## src/rtl/vga_frame_scheduler_if.sv

```systemverilog
// rtl/vga_frame_scheduler_if.sv - display-update offer handshake between control logic and scheduler.
interface vga_frame_scheduler_if;
  logic       upd_valid;
  logic [7:0] upd_destination;
  logic [1:0] upd_sim_state;
  logic       upd_ready;

  modport master (
    output upd_valid,
    output upd_destination,
    output upd_sim_state,
    input  upd_ready
  );

  modport slave (
    input  upd_valid,
    input  upd_destination,
    input  upd_sim_state,
    output upd_ready
  );
endinterface

```

## src/rtl/vga_frame_scheduler.sv

```systemverilog
// rtl/vga_frame_scheduler.sv - buffers one display update and commits it at vblank start; frame tick and blink.
module vga_frame_scheduler #(
  parameter int unsigned VERT_PIXEL   = 480,
  parameter int unsigned BLINK_FRAMES = 30,
  parameter int unsigned FCNT_W       = 5
) (
  input  logic                  pixel_clk,
  input  logic                  reset,
  input  logic [9:0]            horiz_count,
  input  logic [9:0]            vert_count,
  vga_frame_scheduler_if.slave  upd,
  output logic [7:0]            destination,
  output logic [1:0]            sim_state,
  output logic                  commit_pulse,
  output logic                  frame_tick,
  output logic                  blink
);

  typedef enum logic {S_IDLE, S_PENDING} state_e;

  localparam logic [FCNT_W-1:0] FCNT_LAST = FCNT_W'(BLINK_FRAMES - 1);

  state_e            state_q, state_d;
  logic [7:0]        buf_dest_q, buf_dest_d;
  logic [1:0]        buf_state_q, buf_state_d;
  logic [7:0]        dest_q, dest_d;
  logic [1:0]        sim_q, sim_d;
  logic              commit_q, commit_d;
  logic              tick_q, tick_d;
  logic              blink_q, blink_d;
  logic [FCNT_W-1:0] fcnt_q, fcnt_d;

  logic vblank_start;
  logic accept;

  assign vblank_start  = (horiz_count == 10'd0) && (vert_count == 10'(VERT_PIXEL));
  assign upd.upd_ready = (state_q == S_IDLE);
  assign accept        = upd.upd_valid && (state_q == S_IDLE);

  always_comb begin
    state_d     = state_q;
    buf_dest_d  = buf_dest_q;
    buf_state_d = buf_state_q;
    dest_d      = dest_q;
    sim_d       = sim_q;
    commit_d    = 1'b0;
    tick_d      = vblank_start;
    fcnt_d      = fcnt_q;
    blink_d     = blink_q;

    if (state_q == S_IDLE) begin
      if (accept) begin
        if (vblank_start) begin
          // Offer landing exactly on vblank goes straight to the display.
          dest_d   = upd.upd_destination;
          sim_d    = upd.upd_sim_state;
          commit_d = 1'b1;
        end else begin
          buf_dest_d  = upd.upd_destination;
          buf_state_d = upd.upd_sim_state;
          state_d     = S_PENDING;
        end
      end
    end else begin
      if (vblank_start) begin
        dest_d   = buf_dest_q;
        sim_d    = buf_state_q;
        commit_d = 1'b1;
        state_d  = S_IDLE;
      end
    end

    if (vblank_start) begin
      if (fcnt_q == FCNT_LAST) begin
        fcnt_d  = '0;
        blink_d = ~blink_q;
      end else begin
        fcnt_d = fcnt_q + FCNT_W'(1);
      end
    end
  end

  always_ff @(posedge pixel_clk) begin
    if (reset) begin
      state_q     <= S_IDLE;
      buf_dest_q  <= 8'h00;
      buf_state_q <= 2'b00;
      dest_q      <= 8'h00;
      sim_q       <= 2'b00;
      commit_q    <= 1'b0;
      tick_q      <= 1'b0;
      blink_q     <= 1'b0;
      fcnt_q      <= '0;
    end else begin
      state_q     <= state_d;
      buf_dest_q  <= buf_dest_d;
      buf_state_q <= buf_state_d;
      dest_q      <= dest_d;
      sim_q       <= sim_d;
      commit_q    <= commit_d;
      tick_q      <= tick_d;
      blink_q     <= blink_d;
      fcnt_q      <= fcnt_d;
    end
  end

  assign destination  = dest_q;
  assign sim_state    = sim_q;
  assign commit_pulse = commit_q;
  assign frame_tick   = tick_q;
  assign blink        = blink_q;

endmodule

```

## src/flat_wrapper.sv

```systemverilog
// flat-port wrapper written by rule: the top's interface ports become plain ports
module vga_frame_scheduler_flat 
#(
  parameter int unsigned VERT_PIXEL   = 480,
  parameter int unsigned BLINK_FRAMES = 30,
  parameter int unsigned FCNT_W       = 5
)
  (pixel_clk, reset, horiz_count, vert_count, destination, sim_state, commit_pulse, frame_tick, blink, upd_upd_valid, upd_upd_destination, upd_upd_sim_state, upd_upd_ready);
  vga_frame_scheduler_if upd_i ();
  input  logic pixel_clk;
  input  logic reset;
  input  logic [9:0] horiz_count;
  input  logic [9:0] vert_count;
  output logic [7:0] destination;
  output logic [1:0] sim_state;
  output logic commit_pulse;
  output logic frame_tick;
  output logic blink;
  input wire logic [$bits(upd_i.upd_valid)-1:0] upd_upd_valid;
  input wire logic [$bits(upd_i.upd_destination)-1:0] upd_upd_destination;
  input wire logic [$bits(upd_i.upd_sim_state)-1:0] upd_upd_sim_state;
  output wire logic [$bits(upd_i.upd_ready)-1:0] upd_upd_ready;
  assign upd_i.upd_valid = upd_upd_valid;
  assign upd_i.upd_destination = upd_upd_destination;
  assign upd_i.upd_sim_state = upd_upd_sim_state;
  assign upd_upd_ready = upd_i.upd_ready;
  vga_frame_scheduler #(.VERT_PIXEL(VERT_PIXEL), .BLINK_FRAMES(BLINK_FRAMES), .FCNT_W(FCNT_W)) u_core (.pixel_clk(pixel_clk), .reset(reset), .horiz_count(horiz_count), .vert_count(vert_count), .upd(upd_i), .destination(destination), .sim_state(sim_state), .commit_pulse(commit_pulse), .frame_tick(frame_tick), .blink(blink));
endmodule
```

## config.mk

```make
export PLATFORM = sky130hd
export DESIGN_NAME = vga_frame_scheduler_flat
export DESIGN_NICKNAME = d
export VERILOG_FILES = /design/src/rtl/vga_frame_scheduler_if.sv /design/src/rtl/vga_frame_scheduler.sv /design/src/flat_wrapper.sv
export SDC_FILE = /design/constraint.sdc
export NUM_CORES = 1
export LEC_CHECK = 0
export BUFFER_PORTS_ARGS = -buffer_cell sky130_fd_sc_hd__buf_2
export CORE_ASPECT_RATIO = 1.5
export CORE_MARGIN = 5
export CORE_UTILIZATION = 55
export DETAILED_ROUTE_END_ITERATION = 7
export GPL_TIMING_DRIVEN = 0
export PLACE_DENSITY = 0.89
export SYNTH_ARGS = -nofsm -noshare
export SYNTH_HDL_FRONTEND = slang
export SYNTH_SLANG_ARGS = --single-unit
```

## constraint.sdc

```tcl
create_clock -name pixel_clk -period 3.2 [get_ports pixel_clk]
set_input_delay 0.64 -clock pixel_clk [delete_from_list [all_inputs] [get_ports pixel_clk]]
set_output_delay 0.64 -clock pixel_clk [all_outputs]
set_load 0.005 [all_outputs]
```

# Yosys cells after proc, flatten, opt, wreduce, memory -nomap -nowiden
# Cells that the tools add are included.
[word_totals]
memories = 0
mem_bits_ro = 0
ramBits = 0
out_inout_bits = 14
latchBits = 0
word_cells = 37
ff_bits = 29
input_bits = 33
[classes]
shifts = 0
multipliers = 0
muxes = 15
n_reduce_logical = 7
eq_ne = 2
n_bitwise = 3
div_mod_pow = 0
magnitude_cmp = 0
add_sub_neg = 1
[ops]
columns = ["op", "n"]
rows = [
  ["8-bit two-way mux", 4],
  ["10-bit by 9-bit equality test with 1-bit output (second input constant)", 1],
  ["10-bit zero test", 1],
  ["2-bit two-way mux", 4],
  ["1-bit two-way mux", 6],
  ["5-bit by 1-bit adder with 5-bit output (second input constant)", 1],
  ["5-bit equality test (second input constant)", 1],
  ["5-bit two-way mux", 1],
  ["2-bit AND reduction", 2],
  ["1-bit NOT", 3],
  ["3-bit AND reduction", 1],
  ["1-bit logical AND", 2],
  ["2-bit nonzero test", 1],
]

# Longest topological paths before layout
# Gate-level depths: netlist of run 1.
[logic_depth]
word_depth = 5
depth_mapped = 7
mapped_depth_nobuf = 6

# Worst setup path after synthesis of run 1
# No wires, ideal clock.
[synth_path]
path_type = "input -> register"
startpoint = "input horiz_count[4]"
endpoint = "register u_core.fcnt_q[2]"
path_buffers = 2
setup_ns = 0.070
arrival_time_ns = 2.210
required_ns = 3.130
path_slack_ns = 0.920
cell_stages = 6
cell_sequence = "or4_1 > or2_0 > buf_2 > buf_6 > or4_1 > a21oi_1"
[synth_via]
elab_chain_len = 2
[synth_lines]
columns = ["item", "line_no", "source"]
rows = [
  ["start: declaration", "flat_wrapper.sv:12", "input logic [9:0] horiz_count;"],
  ["10-bit zero test", "vga_frame_scheduler.sv:36", "assign vblank_start = (horiz_count == 10'd0) && (vert_count == 10'(VERT_PIXEL));"],
  ["1-bit logical AND", "vga_frame_scheduler.sv:36", ""],
  ["end signal: assignment", "vga_frame_scheduler.sv:103", "fcnt_q <= fcnt_d;"],
  ["end: declaration", "vga_frame_scheduler.sv:31", "logic [FCNT_W-1:0] fcnt_q, fcnt_d;"],
]
# No other way between the ends.
# A chain may end at the register's enable or synchronous reset.

# Worst setup path in the final report of run 1
[layout_path]
startpoint = "input horiz_count[4]"
endpoint = "register u_core.buf_state_q[1]"
[layout_via]
elab_chain_len = 4
[layout_lines]
columns = ["item", "line_no", "source"]
rows = [
  ["10-bit zero test", "vga_frame_scheduler.sv:36", ""],
  ["1-bit logical AND", "vga_frame_scheduler.sv:36", ""],
  ["1-bit NOT (no line)", "n/a", ""],
  ["3-bit AND reduction (no line)", "n/a", ""],
  ["end signal: assignment", "vga_frame_scheduler.sv:97", "buf_state_q <= buf_state_d;"],
  ["end: declaration", "vga_frame_scheduler.sv:25", "logic [1:0] buf_state_q, buf_state_d;"],
]
# No other way between the ends.

==> summary.txt, run 1 <==
Power
  • Pwr dens: 446 nW/um^2
  • Leakage: 0.707 nW
  • Logic gate share of total power: 10.2%
  • Design Power: 0.871 mW
  • NetSw: 0.201 mW
  • Maximum VDD drop: 0.000470 V
  • P_int: 0.670 mW
  • Clock power share: 45.5%
  • Sw frac: 23.1%
  • Register share of total power: 44.3%

Floorplanning
  • Die area: 4030 sq um
  • CORE AREA: 2710 sq um
  • Height of the die: 75.3 um
  • IO Pins: 47
  • Die Span X: 53.6 um
  • Initial Utilization: 57.9%
  • Row count: 23

Critical path
  • Critical Path Source Type: primary input
  • Cell Chain, Critical Path: buf_2 -> or4_1 -> or2_0 -> buf_2 -> buf_6 -> clkbuf_1 -> a32oi_1 -> o311ai_0
  • Cell mode on critical path: buf_2
  • CP Class: in -> reg
  • CP max stage delay: 0.52 ns
  • CP max FO: 10
  • Buffers & Inverters on Critical Path: 4
  • Arrival time worst endpoint: 2.40 ns
  • Critical Path RT: 3.35 ns
  • Top cell family by delay on the critical path: simple AND/OR/NAND/NOR gates
  • Crit path max-delay cell type: or4_1
  • Critical Path Sink Type: register

Route
  • Met1 wire length: 1.63 mm
  • Met2 WL post-DR: 2.38 mm
  • Via count: 1680
  • Routed wl met3: 270 um
  • DR DRC count: 0
  • Final WL: 4.34 mm
  • Top layer in use: met4
  • Antenna Violating Nets Remaining: 0
  • WL/cell: 15.6 um
  • Initial DRC Count: 112
  • 1st-pass router iterations: 5
  • Vias/cell: 6.02

Layout
  • Post-route cell area: 1950 sq um
  • Fill cells: 245
  • Fin cells: 279
  • N_diodes: 0
  • Most common cell after layout, fill and taps aside: buf_2
  • Most frequent cells in the layout: buf_2 (46), dfxtp_1 (29), nand2_1 (20)
  • Area grow syn2layout: 24.8%
  • Final Net Count: 276
  • Multi-input logic area: 886 sq um
  • Share of cells above drive strength 1: 22.7%
  • Register area: 581 sq um

STA
  • Final slew viol count: 0
  • Slew Limit Headroom: 57.0%
  • Total negative setup slack: 0 ns
  • Fin crit period: 2.25 ns
  • Final hold violations: 0
  • PnR worst setup slack: 0.950 ns
  • Clk_skew: 0.0113 ns
  • Final setup vio count: 0
  • Slew @ Worst Pin: 0.644 ns
  • Fmax achieved: 0.444 GHz
  • Period Utilization, post-route: 70.3%
  • RSZ-0062 raised after global routing: no

Clock tree
  • Setup bufs post-CTS: 0
  • Number of clock sinks: 29
  • Skew-Pair Late Insertion Delay: 0.29 ns
  • Root Buffer: clkbuf_8
  • Post_cts resized: 0
  • Clock-pin slew on the worst setup and hold paths: 0.07 ns
  • TritonCTS clock tree: done
  • CTS max path bufs: 2
  • H-tree levels: 2
  • # hold bufs at CTS: 0
  • CTS Buf Count: 5

GRT
  • GRT Total Usage: 23.8%
  • Initial antenna violation count: 0
  • Largest net degree at the start of global routing: 11
  • Grt ovf: 0
  • Vias in the first global route: 1564
  • First-pass GRT wire length: 7.11 mm

Synth
  • #FFs+latches synth: 29
  • Cell area after synthesis: 1570 sq um
  • Post-Synthesis Cells: 189
  • Seq/Total Area, Yosys: 37.1%
  • Netlist cell types: 29
  • EDFF count, synth: 0
  • Synth top area cells: dfxtp_1 (37%), mux2i_1 (6.4%), a32oi_1 (5.6%), o311ai_0 (5.6%), a21oi_1 (5.1%)
  • Post-Syn Area per Cell: 8.28 sq um
  • Synthesis Warnings: 0
  • Dominant synthesized flop cell: dfxtp_1
  • Ys async rst share: 0%
  • Syn Nets: 224
  • Top cell type's share of synthesized area: 37.1%
  • Largest area contributor in the netlist: dfxtp_1

Place
  • Detailed Place HPWL: 3.18 mm
  • Placed Cells: 271
  • Place WS: 0.665 ns
  • Dpl cell area: 1840 sq um
  • Placer Congestion: 0.835
  • Port buffer count: 45

Min path
  • HP Class: reg -> reg

Outcome
  • Status: completed

Job
  • Max-cap violations: 0
-- cell usage after synthesis, types with 2 or more instances --
cell type	number
and2_1	2
nor4b_1	2
o21ai_0	13
a21oi_1	16
nor2_1	4
o31ai_1	4
buf_1	2
clkbuf_1	16
a32oi_1	10
inv_1	4
ha_1	2
nand3_1	4
nor3b_1	10
dfxtp_1	29
or4_1	7
mux2i_1	10
nor4_1	4
or3_1	11
nand2_1	20
o311ai_0	10
-- layout make-up --
| type | instances | area share, % |
|---|---|---|
| plain buffers | 20 | 4.29 |
| clock buffers | 7 | 4.42 |
| clock inverters | 1 | 1.54 |
| inverters | 4 | 0.769 |
| multi-input cells | 136 | 45.4 |
| flip-flops and latches | 29 | 29.7 |
| well taps | 37 | 2.37 |
| repair buffers | 45 | 11.5 |
-- registers in the layout (all words and copies together) (netlist names) --
register and flops:
u_core.buf_dest_q 8, u_core.commit_pulse 1, u_core.state_q 1, u_core.frame_tick 1
u_core.fcnt_q 5, u_core.blink 1, u_core.buf_state_q 2, u_core.destination 8
u_core.sim_state 2
-- per-stage QoR --
stage               hold slack [ns]  utilization (%)
floorplan                     0.461                -
global placement              0.456             67.9
detailed placement            0.462             67.9
CTS                           0.470             72.2
global route                  0.496             72.2
finish                        0.467             72.2
-- power groups by stage --
stage	Clock [mW]	Sequential, mW	Combinational [mW]
2_1_floorplan	0	0.390	0.0515
3_3_place_gp	0	0.392	0.0836
3_5_place_dp	0	0.393	0.0864
4_1_cts	0.401	0.385	0.0872
5_1_grt	0.413	0.387	0.0977
6_report	0.397	0.386	0.0887
-- tightest hold or removal path: stages, from the launching register on --
cell and delay, ns:
dfxtp_1 0.30, o21ai_0 0.06, a21oi_1 0.06
-- routing by layer --
metal | up-vias | global-route usage, %
met5 | - | 0
met4 | 0 | 9.09
met3 | 6 | 4.89
met2 | 83 | 42.7
met1 | 772 | 27.2
li1 | 819 | -
-- final timing paths --
path,slack [ns],end,cells after the start,start
max reg2reg,1.37,u_core.sim_state[1],5,u_core.state_q
min reg2reg,0.47,u_core.destination[6],2,u_core.destination[6]
min,0.47,u_core.destination[6],2,u_core.destination[6]
max,0.95,u_core.buf_state_q[1],8,horiz_count[4]
-- cell families (layout without fill, tap and decap cells) --
group           after synthesis  count (layout)  synth area share (%)
compound gates               53              53                  22.4
flops                        29              29                  37.1
buf+inv                      24              77                  6.31
mux                          10              10                  6.40
fa+ha+maj                     2               2                  1.60
simple gates                 71              71                  26.2
Note: power is estimated with default switching activity, not from simulation.
==> run 2, diff against run 1 <==
--- a/config.mk
+++ b/config.mk
@@ -8,10 +8,10 @@
 export BUFFER_PORTS_ARGS = -buffer_cell sky130_fd_sc_hd__buf_2
 export CORE_ASPECT_RATIO = 1.5
 export CORE_MARGIN = 5
-export CORE_UTILIZATION = 55
+export CORE_UTILIZATION = 46
 export DETAILED_ROUTE_END_ITERATION = 7
 export GPL_TIMING_DRIVEN = 0
-export PLACE_DENSITY = 0.89
+export PLACE_DENSITY = 0.8
 export SYNTH_ARGS = -nofsm -noshare
 export SYNTH_HDL_FRONTEND = slang
 export SYNTH_SLANG_ARGS = --single-unit
==> constraint.sdc (replaced) <==
create_clock -name pixel_clk -period 1.9 [get_ports pixel_clk]
set_input_delay 0.38 -clock pixel_clk [delete_from_list [all_inputs] [get_ports pixel_clk]]
set_output_delay 0.38 -clock pixel_clk [all_outputs]
set_load 0.005 [all_outputs]
==> run 2 against run 1 <==
Via count is 1.6% lower. Clock power is 23% higher. Largest power group is now sequential cells. Count of clock-buffer cells in the layout is 1 lower. Critical path type unchanged. Sequential cell count stayed put. Sequential power is 68% higher. Setup slack worse by 0.94 ns. Total power is 48% higher. Final cell count is 1.8% higher. Hold slack worse by 0.050 ns. First-iteration DRC count is 42% lower. Critical endpoint is now u_core.fcnt_q[3]. Sequential share of layout area is 0.43 points lower. Critical path depth stayed put.
==> summary.txt, run 2 (same netlist as run 1, synthesis figures left out) <==
Outcome
  • Status: completed

Layout
  • Area grow syn2layout: 26.6%
  • Final Net Count: 276 (unchanged)
  • Most frequent cells in the layout: buf_2 (46), dfxtp_1 (29), nand2_1 (20)
  • N_diodes: 0 (unchanged)
  • Layout Utilization: 59.1% (-13 points)
  • Most common cell after layout, fill and taps aside: buf_2
  • Share of cells above drive strength 1: 26.9% (+4.1 points)

Power
  • Logic gate share of total power: 11.8% (+1.6 points)
  • Maximum VDD drop: 0.000493 V (+5.0%)
  • Clock power share: 37.9% (-7.6 points)
  • Sw frac: 25.7% (+2.6 points)
  • P_int: 0.957 mW (+43%)
  • Register share of total power: 50.3% (+6.0 points)
  • NetSw: 0.332 mW (+65%)
  • Leakage: 0.719 nW (+1.7%)
  • Pwr dens: 650 nW/um^2 (+46%)

Route
  • WL/cell: 14.9 um (-4.0%)
  • 1st-pass router iterations: 4 (-1)
  • Antenna Violating Nets Remaining: 0 (unchanged)
  • DR DRC count: 0 (unchanged)
  • Initial DRC Count: 65 (-42%)
  • Final WL: 4.24 mm (-2.3%)
  • Via count: 1653 (-1.6%)
  • Vias/cell: 5.82 (-3.3%)

Critical path
  • CP Class: in -> reg
  • Arrival time worst endpoint: 2.04 ns (-0.36 ns)
  • Reg2reg path depth: 6 (+1)
  • Critical Path Source Type: primary input
  • Critical Path RT: 2.05 ns (-1.30 ns)
  • CP max FO: 10 (unchanged)
  • Critical Path Sink Type: register

Floorplanning
  • Height of the die: 81.4 um (+8.1%)
  • Die area: 4690 sq um (+16%)
  • Row count: 26 (+13%)
  • CORE AREA: 3350 sq um (+24%)
  • Initial Utilization: 46.7% (-11 points)
  • IO Pins: 47 (unchanged)
  • Die Span X: 57.6 um (+7.6%)

Clock tree
  • TritonCTS clock tree: done
  • CTS max path bufs: 2 (unchanged)
  • Number of clock sinks: 29 (unchanged)
  • Root Buffer: clkbuf_8
  • H-tree levels: 2 (unchanged)
  • Clock-pin slew on the worst setup and hold paths: 0.06 ns (about the same)
  • Skew-Pair Late Insertion Delay: 0.28 ns (about the same)
  • # hold bufs at CTS: 0 (unchanged)
  • CTS Buf Count: 5 (unchanged)

Min path
  • Hold depth: 3 (+1)
  • HP Class: in -> reg

Place
  • Place WS: -0.383 ns (-1.05 ns)
  • Placer Congestion: 0.820 (-1.8%)
  • Port buffer count: 45 (unchanged)
  • Detailed Place HPWL: 3.12 mm (-2.1%)

STA
  • Final hold violations: 0 (unchanged)
  • PnR worst setup slack: 0.00883 ns (-0.941 ns)
  • Final slew viol count: 0 (unchanged)
  • Final setup vio count: 0 (unchanged)
  • Period Utilization, post-route: 99.5%
  • Slew Limit Headroom: 63.3% (+6.2 points)
  • Clk_skew: 0.00379 ns (-0.00755 ns)
  • Fmax achieved: 0.529 GHz
  • RSZ-0062 raised after global routing: yes
  • Fin crit period: 1.89 ns
  • Slew @ Worst Pin: 0.551 ns (-0.0937 ns)

GRT
  • Vias in the first global route: 1554 (-0.64%)
  • First-pass GRT wire length: 6.87 mm (-3.4%)
  • Largest net degree at the start of global routing: 11 (unchanged)
  • Initial antenna violation count: 0 (unchanged)
  • Grt ovf: 0 (unchanged)
  • GRT Total Usage: 18.4% (-5.4 points)

Job
  • Max-cap violations: 0 (unchanged)
[run 2: changes by cell type in the layout (fill, tap and decap cells not counted), moves of 2 or more]
cell,before,now
clkinv_2,0,2
o311ai_0,10,4
o31ai_4,0,2
clkbuf_1,17,14
o311ai_1,0,6
or4_1,7,5
or4_4,0,2
o31ai_1,4,1
buf_4,0,2
[run 2: critical path, cell delays in order]
cell     delay, ns
buf_2         0.10
or4_4         0.52
or2_0         0.21
buf_4         0.16
buf_6         0.14
buf_4         0.19
o31ai_1       0.25
a21oi_1       0.09
[run 2: area by class of cell]
type	count	area [sq um]
Fill cell	324	1370
Multi-Input combinational cell	136	930
Sequential cell	29	581
Timing Repair Buffer	45	225
Buffer	20	96.3
Clock buffer	6	72.6
Tap cell	42	52.6
Inverter	4	15.0
Clock inverter	2	10.0
[run 2: final timing paths]
path / slack [ns] / start / endpoint
min reg2reg: 0.47 / u_core.destination[4] / u_core.destination[4]
max reg2reg: 0.16 / u_core.state_q / u_core.destination[7]
max: 0.009 / horiz_count[4] / u_core.fcnt_q[3]
min: 0.42 / upd_upd_valid / u_core.commit_pulse
[run 2: what timing repair did]
action                     CTS  global route
setup endpoints to repair    9            14
setup buffers                0             0
gates resized for setup      7            12
pin swaps                    0             0
[run 2: per-layer routing]
metal / part of all wire [%] / track usage [%] / up-vias
met5: 0 / 0 / -
met4: 1.6 / 6.26 / 0
met3: 7.5 / 5.03 / 6
met2: 49 / 30.9 / 56
met1: 42 / 22.6 / 773
li1: - / - / 818
[run 2: per-stage QoR]
stage               cell area (sq um)  cells  power, mW  TNS, ns  hold WS [ns]
global route                     1980    284       1.34   -0.239         0.473
detailed placement               1850    276      0.808    -7.31         0.463
CTS                              1950    284       1.29        0         0.426
global placement                 1850    276      0.805    -6.92         0.457
floorplan                        1570    189      0.744   -0.255         0.461
finish                           1980    284       1.29        0         0.416
[run 2: power groups by stage]
stage	clock, mW	combinational (mW)	sequential (mW)
2_1_floorplan	0	0.0868	0.657
3_3_place_gp	0	0.144	0.660
3_5_place_dp	0	0.147	0.661
4_1_cts	0.491	0.148	0.648
5_1_grt	0.526	0.169	0.650
6_report	0.489	0.152	0.648
